<file path="config.mk">
export PLATFORM = sky130hd
export DESIGN_NAME = uart_dbg_ctrl
export DESIGN_NICKNAME = d
export VERILOG_FILES = /design/src/rtl/uart_dbg_ctrl.sv
export SDC_FILE = /design/constraint.sdc
export NUM_CORES = 1
export LEC_CHECK = 0
export ABC_AREA = 1
export CAP_MARGIN = 40
export CORE_ASPECT_RATIO = 0.8
export CORE_MARGIN = 1
export CORE_UTILIZATION = 40
export DETAILED_ROUTE_END_ITERATION = 8
export PLACE_DENSITY = 0.74
export SLEW_MARGIN = 20
export SYNTH_ARGS = -nofsm -noshare
export SYNTH_HDL_FRONTEND = slang
export SYNTH_SLANG_ARGS = --single-unit
</file>
<file path="constraint.sdc">
create_clock -name clk -period 1.51 [get_ports clk]
set_input_delay 0.151 -clock clk [delete_from_list [all_inputs] [get_ports clk]]
set_output_delay 0.151 -clock clk [all_outputs]
set_load 0.01 [all_outputs]
</file>
<file path="src/rtl/uart_dbg_ctrl.sv">
// UART debug command sequencer: parses 'W'/'R' commands from the receiver,
// runs one 32-bit debug bus transaction, and streams the response back out.
module uart_dbg_ctrl #(
  parameter int unsigned IDLE_TIMEOUT = 100000,
  parameter logic [7:0]  ACK_BYTE     = 8'h06,
  parameter logic [7:0]  NAK_BYTE     = 8'h15
) (
  input  logic        clk,
  input  logic        rst,
  input  logic [7:0]  rx_data,
  input  logic        rx_data_ready,
  input  logic        rx_framing_error,
  output logic        start_rcv,
  output logic [7:0]  tx_data,
  output logic        tx_start,
  input  logic        tx_busy,
  output logic        bus_req,
  output logic        bus_wen,
  output logic [31:0] bus_addr,
  output logic [31:0] bus_wdata,
  input  logic [31:0] bus_rdata,
  input  logic        bus_ack,
  output logic        cmd_error
);

  localparam int unsigned TW = $clog2(IDLE_TIMEOUT);
  localparam logic [7:0] OP_WRITE = 8'h57;
  localparam logic [7:0] OP_READ  = 8'h52;

  typedef enum logic [2:0] {IDLE, GET_ADDR, GET_DATA, BUS, RESP, NAK} state_t;

  state_t        state;
  logic [1:0]    cnt;
  logic [TW-1:0] tmo;
  logic [31:0]   addr;
  logic [31:0]   wdata;
  logic [31:0]   rdata;
  logic          is_write;

  assign bus_wen   = is_write;
  assign bus_addr  = addr;
  assign bus_wdata = wdata;

  always_ff @(posedge clk) begin
    if (rst) begin
      state     <= IDLE;
      cnt       <= '0;
      tmo       <= '0;
      addr      <= '0;
      wdata     <= '0;
      rdata     <= '0;
      is_write  <= 1'b0;
      start_rcv <= 1'b1;
      tx_data   <= '0;
      tx_start  <= 1'b0;
      bus_req   <= 1'b0;
      cmd_error <= 1'b0;
    end else begin
      tx_start  <= 1'b0;
      cmd_error <= 1'b0;
      case (state)
        IDLE: begin
          if (rx_framing_error) begin
            state     <= NAK;
            cmd_error <= 1'b1;
            start_rcv <= 1'b0;
          end else if (rx_data_ready) begin
            if (rx_data == OP_WRITE || rx_data == OP_READ) begin
              is_write <= (rx_data == OP_WRITE);
              cnt      <= '0;
              tmo      <= '0;
              state    <= GET_ADDR;
            end else begin
              state     <= NAK;
              cmd_error <= 1'b1;
              start_rcv <= 1'b0;
            end
          end
        end

        GET_ADDR, GET_DATA: begin
          // Framing error beats a coincident byte; a byte beats timeout expiry.
          if (rx_framing_error) begin
            state     <= NAK;
            cmd_error <= 1'b1;
            start_rcv <= 1'b0;
          end else if (rx_data_ready) begin
            tmo <= '0;
            cnt <= cnt + 2'd1;
            if (state == GET_ADDR) addr  <= {addr[23:0], rx_data};
            else                   wdata <= {wdata[23:0], rx_data};
            if (cnt == 2'd3) begin
              if (state == GET_ADDR && is_write) begin
                state <= GET_DATA;
              end else begin
                state     <= BUS;
                bus_req   <= 1'b1;
                start_rcv <= 1'b0;
              end
            end
          end else if (tmo == TW'(IDLE_TIMEOUT - 1)) begin
            state     <= IDLE;
            cmd_error <= 1'b1;
          end else begin
            tmo <= tmo + 1'b1;
          end
        end

        BUS: begin
          if (bus_ack) begin
            rdata   <= bus_rdata;
            bus_req <= 1'b0;
            cnt     <= '0;
            state   <= RESP;
          end
        end

        RESP: begin
          if (!tx_start && !tx_busy) begin
            tx_start <= 1'b1;
            cnt      <= cnt + 2'd1;
            if (is_write) begin
              tx_data   <= ACK_BYTE;
              state     <= IDLE;
              start_rcv <= 1'b1;
            end else begin
              tx_data <= rdata[31:24];
              rdata   <= {rdata[23:0], 8'h00};
              if (cnt == 2'd3) begin
                state     <= IDLE;
                start_rcv <= 1'b1;
              end
            end
          end
        end

        NAK: begin
          if (!tx_start && !tx_busy) begin
            tx_start  <= 1'b1;
            tx_data   <= NAK_BYTE;
            state     <= IDLE;
            start_rcv <= 1'b1;
          end
        end

        default: state <= IDLE;
      endcase
    end
  end

endmodule
</file>
-- Word-level counts from Yosys, hierarchy flattened
Cells that the tools add are included.
- bits in registers: 131
- output and inout bits: 77
- logic and storage cells: 134
- equal/unequal tests: 29
- add/subtract/negate cells: 2
- bitwise gates (word level): 3
- multiplexer cells: 63
- reduce and logical (&&, ||, !) cells: 25
- operators with widths (cell ; count):
    $mux W17 ; 6
    $mux W32 ; 3
    $pmux W32 S2 ; 1
    $mux W3 ; 12
    $pmux W17 S2 ; 1
    $mux W1 ; 24
    $mux W8 ; 3
    $ne A2 B2 Y1 const B ; 11
    $ne A3 B3 Y1 const B ; 7
    $add A17 B1 Y17 const B ; 1
    $eq A17 B17 Y1 const B ; 1
    $eq A8 B7 Y1 const B ; 2
    $pmux W8 S2 ; 1
    $reduce_and A4 Y1 ; 4
    $pmux W3 S5 ; 1
    $mux W2 ; 7
    $reduce_and A6 Y1 ; 2
    $reduce_and A9 Y1 ; 1
    $ne A4 B4 Y1 const B ; 2
    $pmux W2 S4 ; 1
    $reduce_and A8 Y1 ; 1
    $reduce_bool A2 Y1 ; 4
    $reduce_bool A4 Y1 ; 2
    $reduce_and A7 Y1 ; 1
    14 further kinds ; 23

-- Depth between registers and ports, before layout
- depth in word-level cells: 7
- mapped depth: 12

-- Worst setup path after synthesis
No wires, ideal clock.
- path type: register -> register
- from: reg tmo[0]
- to: reg state[2]
- data arrival time: 1469 ps
- buffers on the path: 0
- slack: -87 ps
- stages on the path, launching flop included: 13
- cell sequence: dfxtp_1 -> ha_1 -> nand2_1 -> inv_1 -> nand2_1 -> nor2_1 -> nand2_1 -> nand2_1 -> nand2_1 -> nor2_1 -> nand2_1 -> nand2_1 -> nor2_1
- cells in the longest elaborated chain, start to end: 3
- ends and longest elaborated chain (what ; RTL line ; text):
    start, declared ; 34 ; logic [TW-1:0] tmo;
    start signal, assigned ; 105 ; tmo <= tmo + 1'b1;
    $eq A17 B17 Y1 ; 101 ; end else if (tmo == TW'(IDLE_TIMEOUT - 1)) begin
    $ne A4 B4 Y1 (no line) ; n/a ;
    $reduce_and A7 Y1 (no line) ; n/a ;
    end signal, assigned ; 96 ; state <= BUS;
    end signal, assigned ; 102 ; state <= IDLE;
    end signal, assigned ; 114 ; state <= RESP;
    end, declared ; 32 ; state_t state;
Every way passes these cells.
A chain may end at the register's enable or synchronous reset.

-- Worst setup path in the final report
- from: reg state[2]
- to: reg state[1]
- cells in the longest elaborated chain, start to end: 4
- elaborated cells on any way between the ends: 16
- those cells by class: 12 x eq/ne; 1 x mux; 3 x reduce/logical
- ends and longest elaborated chain (what ; RTL line ; text):
    start signal, assigned ; 46 ; state <= IDLE;
    start signal, assigned ; 64 ; state <= NAK;
    start signal, assigned ; 72 ; state <= GET_ADDR;
    $eq A3 B1 Y1 or $eq A3 B2 Y1 (tied branches) ; 61 ; case (state)
    $reduce_or A2 Y1 ; 61 ;
    $ne A4 B4 Y1 (no line) ; n/a ;
    $reduce_and A7 Y1 (no line) ; n/a ;
Parallel ways exist; a longest one is shown, timed or not.

==> impl_metrics.py <==
metrics = {
    "power": {
        "clock_power_share_pct": 27.5,
        "p_leak_nw": 4.494,
        "share_seq_of_total_power_pct": 29.9,
        "switchingPower_mw": 5.333,
        "intPower_mw": 9.709,
        "peakVddDrop_uv": 965.5,
        "combinationalPowerShare_pct": 42.6,
        "p_sw_share_pct": 35.45,
        "p_per_area_nw_per_um2": 1547,
        "finalPower_mw": 15.04,
    },
    "cts": {
        "clockBufferDepth": 2,
        "cts-root-buf": "clkbuf_16",
        "cts_tree": "done",
        "cts.clk_slew.worst_paths_ns": 0.06,
        "clkSinkCount": 131,
        "h-tree-depth": 4,
        "numCtsBuffers": 17,
        "clock_latency_ns": 0.42,
    },
    "worst_hold_path": {
        "holdPathEnd": "tmo[8]",
        "holdCritPathClass": "input port to flip-flop",
        "whs_path_depth": 2,
        "min-delay-start": "rst",
    },
    "drt": {
        "vias_per_cell": 5.083,
        "drc_errors": 0,
        "wire_per_inst_um": 15.27,
        "firstDrtPassIters": 5,
        "ant_nets": 0,
        "vias": 6450,
        "drt_iter0_drc": 538,
        "routed_wl_um": 19370,
    },
    "worst_setup_path": {
        "crit_path_start_kind": "flip-flop",
        "critPathRequiredTime_ns": 1.82,
        "cp-end-kind": "flip-flop",
        "path_max_fanout": 6,
        "r2r_slack_ns": -0.24,
        "rr_endpoint": "state[1]",
        "r2r_cells": 11,
        "path_class": "flip-flop to flip-flop",
        "reg2reg_from": "state[2]",
        "crit_arrival_ns": 2.06,
    },
    "logic_synthesis": {
        "synth_edf_count": 0,
        "synthFlopType": "dfxtp_1",
        "seq_area_frac_synth_pct": 45.07,
        "synthCells": 840,
        "synth_cell_type_count": 31,
        "syn_area_sq_um": 5819,
        "avgSynthCellArea_sq_um": 6.928,
        "postSynth.asyncResetShare_pct": 0,
        "syn_nets": 888,
        "yosys_register_bits": 131,
        "yosysWarningCount": 0,
    },
    "place": {
        "hpwl_um": 11380,
        "gp_congestion": 0.9076,
        "io_buffers": 122,
        "placed_cells": 1205,
    },
    "finish": {
        "nets": 1120,
        "n_antenna_cell": 0,
        "drive_gt1_share_pct": 29.31,
        "syn2layout_area_growth_pct": 67.10,
        "final-instance-count-excl-fill": 1269,
    },
    "timing": {
        "finalCritPeriodShare_pct": 116.0,
        "skew_ns": 0.01019,
        "final-hold-violation-count": 0,
        "fmax_mhz": 571.0,
        "timing.final.ws_setup_ns": -0.2413,
        "worst_pin_slew_ns": 0.3470,
        "drv_slew": 0,
        "slew_headroom_pct": 76.78,
        "finalSetupViolCount": 93,
        "layout_min_cycle_time_ns": 1.751,
        "rsz0062_at_grt": "true",
    },
    "die": {
        "core_area_sq_um": 14250,
        "die_area_sq_um": 15040,
        "die_h_um": 109.9,
        "dieWidth_um": 136.9,
        "num_rows": 39,
        "ioPinCount": 123,
        "start_util_pct": 40.84,
    },
    "outcome": {
        "run_status": "finished, violations left",
        "failed_checks": "setup timing",
    },
    "global_routing": {
        "grt_pass1_wl_um": 27850,
        "grt_max_degree": 41,
        "gr-total-overflow": 0,
        "global_route.usage.total_pct": 23.81,
        "first_global_vias": 5772,
        "antenna_found_initial": 0,
    },
    "run": {
        "drv_cap": 0,
    },
}
## layer usage
metal	GRT usage (%)	wire length (um)	vias to the layer above
li1	-	-	3197
met1	30.88	8458	3026
met2	39.56	9565	196
met3	5.533	1030	31
met4	6.672	319	0
met5	0	0	-
## synth_stat cells, types with 3 or more instances
library cell / count / area share (%)
nand2_1: 167 / 11
dfxtp_1: 131 / 45
nor2_2: 3 / 0.32
a21oi_1: 73 / 6.3
nor2_1: 165 / 11
buf_2: 8 / 0.69
o21ai_0: 86 / 7.4
nor3_1: 4 / 0.34
nand4_1: 11 / 1.2
nand3_1: 61 / 5.2
a31oi_1: 3 / 0.32
inv_2: 4 / 0.26
clkbuf_1: 21 / 1.4
o211a_1: 8 / 1.4
inv_1: 66 / 4.3
buf_6: 7 / 1.4
nor2_4: 3 / 0.58
## sequential cells by signal, indices dropped and copies added, names as in the netlist, 2 cells and up
register and flops:
tmo 17, tx_data 8, bus_addr 32, cnt 2
state 3, bus_wdata 32, rdata 32
## worst max-delay path by stage
stage                        from       endpoint  slack [ns]  cells after the start
floorplan                  tmo[0]       state[2]      -0.008                     12
global placement    rx_data_ready   bus_wdata[4]       -0.27                      9
detailed placement  rx_data_ready  bus_wdata[31]       -0.31                      9
CTS                      state[1]       state[2]       -0.12                     11
global route             state[2]       state[0]       -0.30                     11
finish                   state[2]       state[1]       -0.24                     11
## cell families after synthesis
family	count (synthesis)	synth area share [%]
AO/OA/AOI/OAI	176	16.17
adder cells (fa/ha/maj)	2	0.4299
buffers and inverters	111	8.364
AND/OR/NAND/NOR	420	29.97
flip-flops	131	45.07
## per-stage QoR
| step | worst slack [ns] | setup TNS (ns) | cell area (sq um) | util [%] | hold slack, ns |
|---|---|---|---|---|---|
| 6_report | -0.2413 | -7.938 | 9724 | 68.25 | 0.07621 |
| 5_1_grt | -0.3004 | -16.56 | 9724 | 68.25 | 0.06436 |
| 4_1_cts | -0.1155 | -5.800 | 8984 | 63.05 | 0.06402 |
| 3_5_place_dp | -0.3069 | -21.95 | 7890 | 55.37 | 0.4404 |
| 3_3_place_gp | -0.2677 | -20.34 | 7890 | 55.37 | 0.4327 |
| 2_1_floorplan | -0.007685 | -0.007685 | 5826 | - | 0.2859 |
## layout make-up
type | count | area, sq um
clock buffers | 21 | 460.4
fillers | 1094 | 4524
inverters | 71 | 290.3
well taps | 184 | 230.2
multi-input cells | 598 | 3354
flip-flops and latches | 131 | 2634
clock inverters | 11 | 127.6
repair buffers | 253 | 2628
## power by group through the flow
stage / Sequential (mW) / Clock (mW) / Combinational [mW]
after floorplan: 4.57 / 0 / 2.26
after global placement: 4.50 / 0 / 4.13
after detailed placement: 4.51 / 0 / 4.18
after CTS: 4.45 / 4.15 / 5.00
after global routing: 4.56 / 4.36 / 6.86
final: 4.50 / 4.13 / 6.40
## placed cells by master (no fill, tap or decap), types with 9 or more instances in the layout
cell type	synthesis	layout
nor2_1	165	134
nand2_4	2	11
buf_4	2	86
a21oi_2	0	32
nand3_2	1	13
dlygate4sd2_1	0	9
nor2_2	3	15
dlymetal6s2s_1	0	22
clkdlybuf4s50_1	0	90
nand2_2	2	12
clkbuf_16	0	21
dfxtp_1	131	126
buf_12	0	11
a21oi_1	73	39
inv_1	66	59
buf_6	7	23
o21ai_0	86	45
nand3_1	61	45
o21ai_2	1	20
o21ai_1	0	18
nand2_1	167	148
nand4_1	11	11
nor2_4	3	22
## worst max-delay path, stage by stage, from the launching register on
cell     delay, ns
dfxtp_2       0.33
buf_4         0.15
buf_4         0.13
nand2_4       0.09
buf_6         0.16
nor2_1        0.06
nor2_2        0.18
nand3_4       0.11
nor2_4        0.19
nand2_1       0.09
nand2_1       0.09
nor2_1        0.05
## what timing repair did
item | CTS | global route
hold buffers | 0 | 0
pin swaps | 23 | 43
cloned | 4 | 7
buffers inserted | 17 | 7
setup endpoints to repair | 103 | 153
resized for setup | 117 | 179
Power figures use the tool's default switching activity.
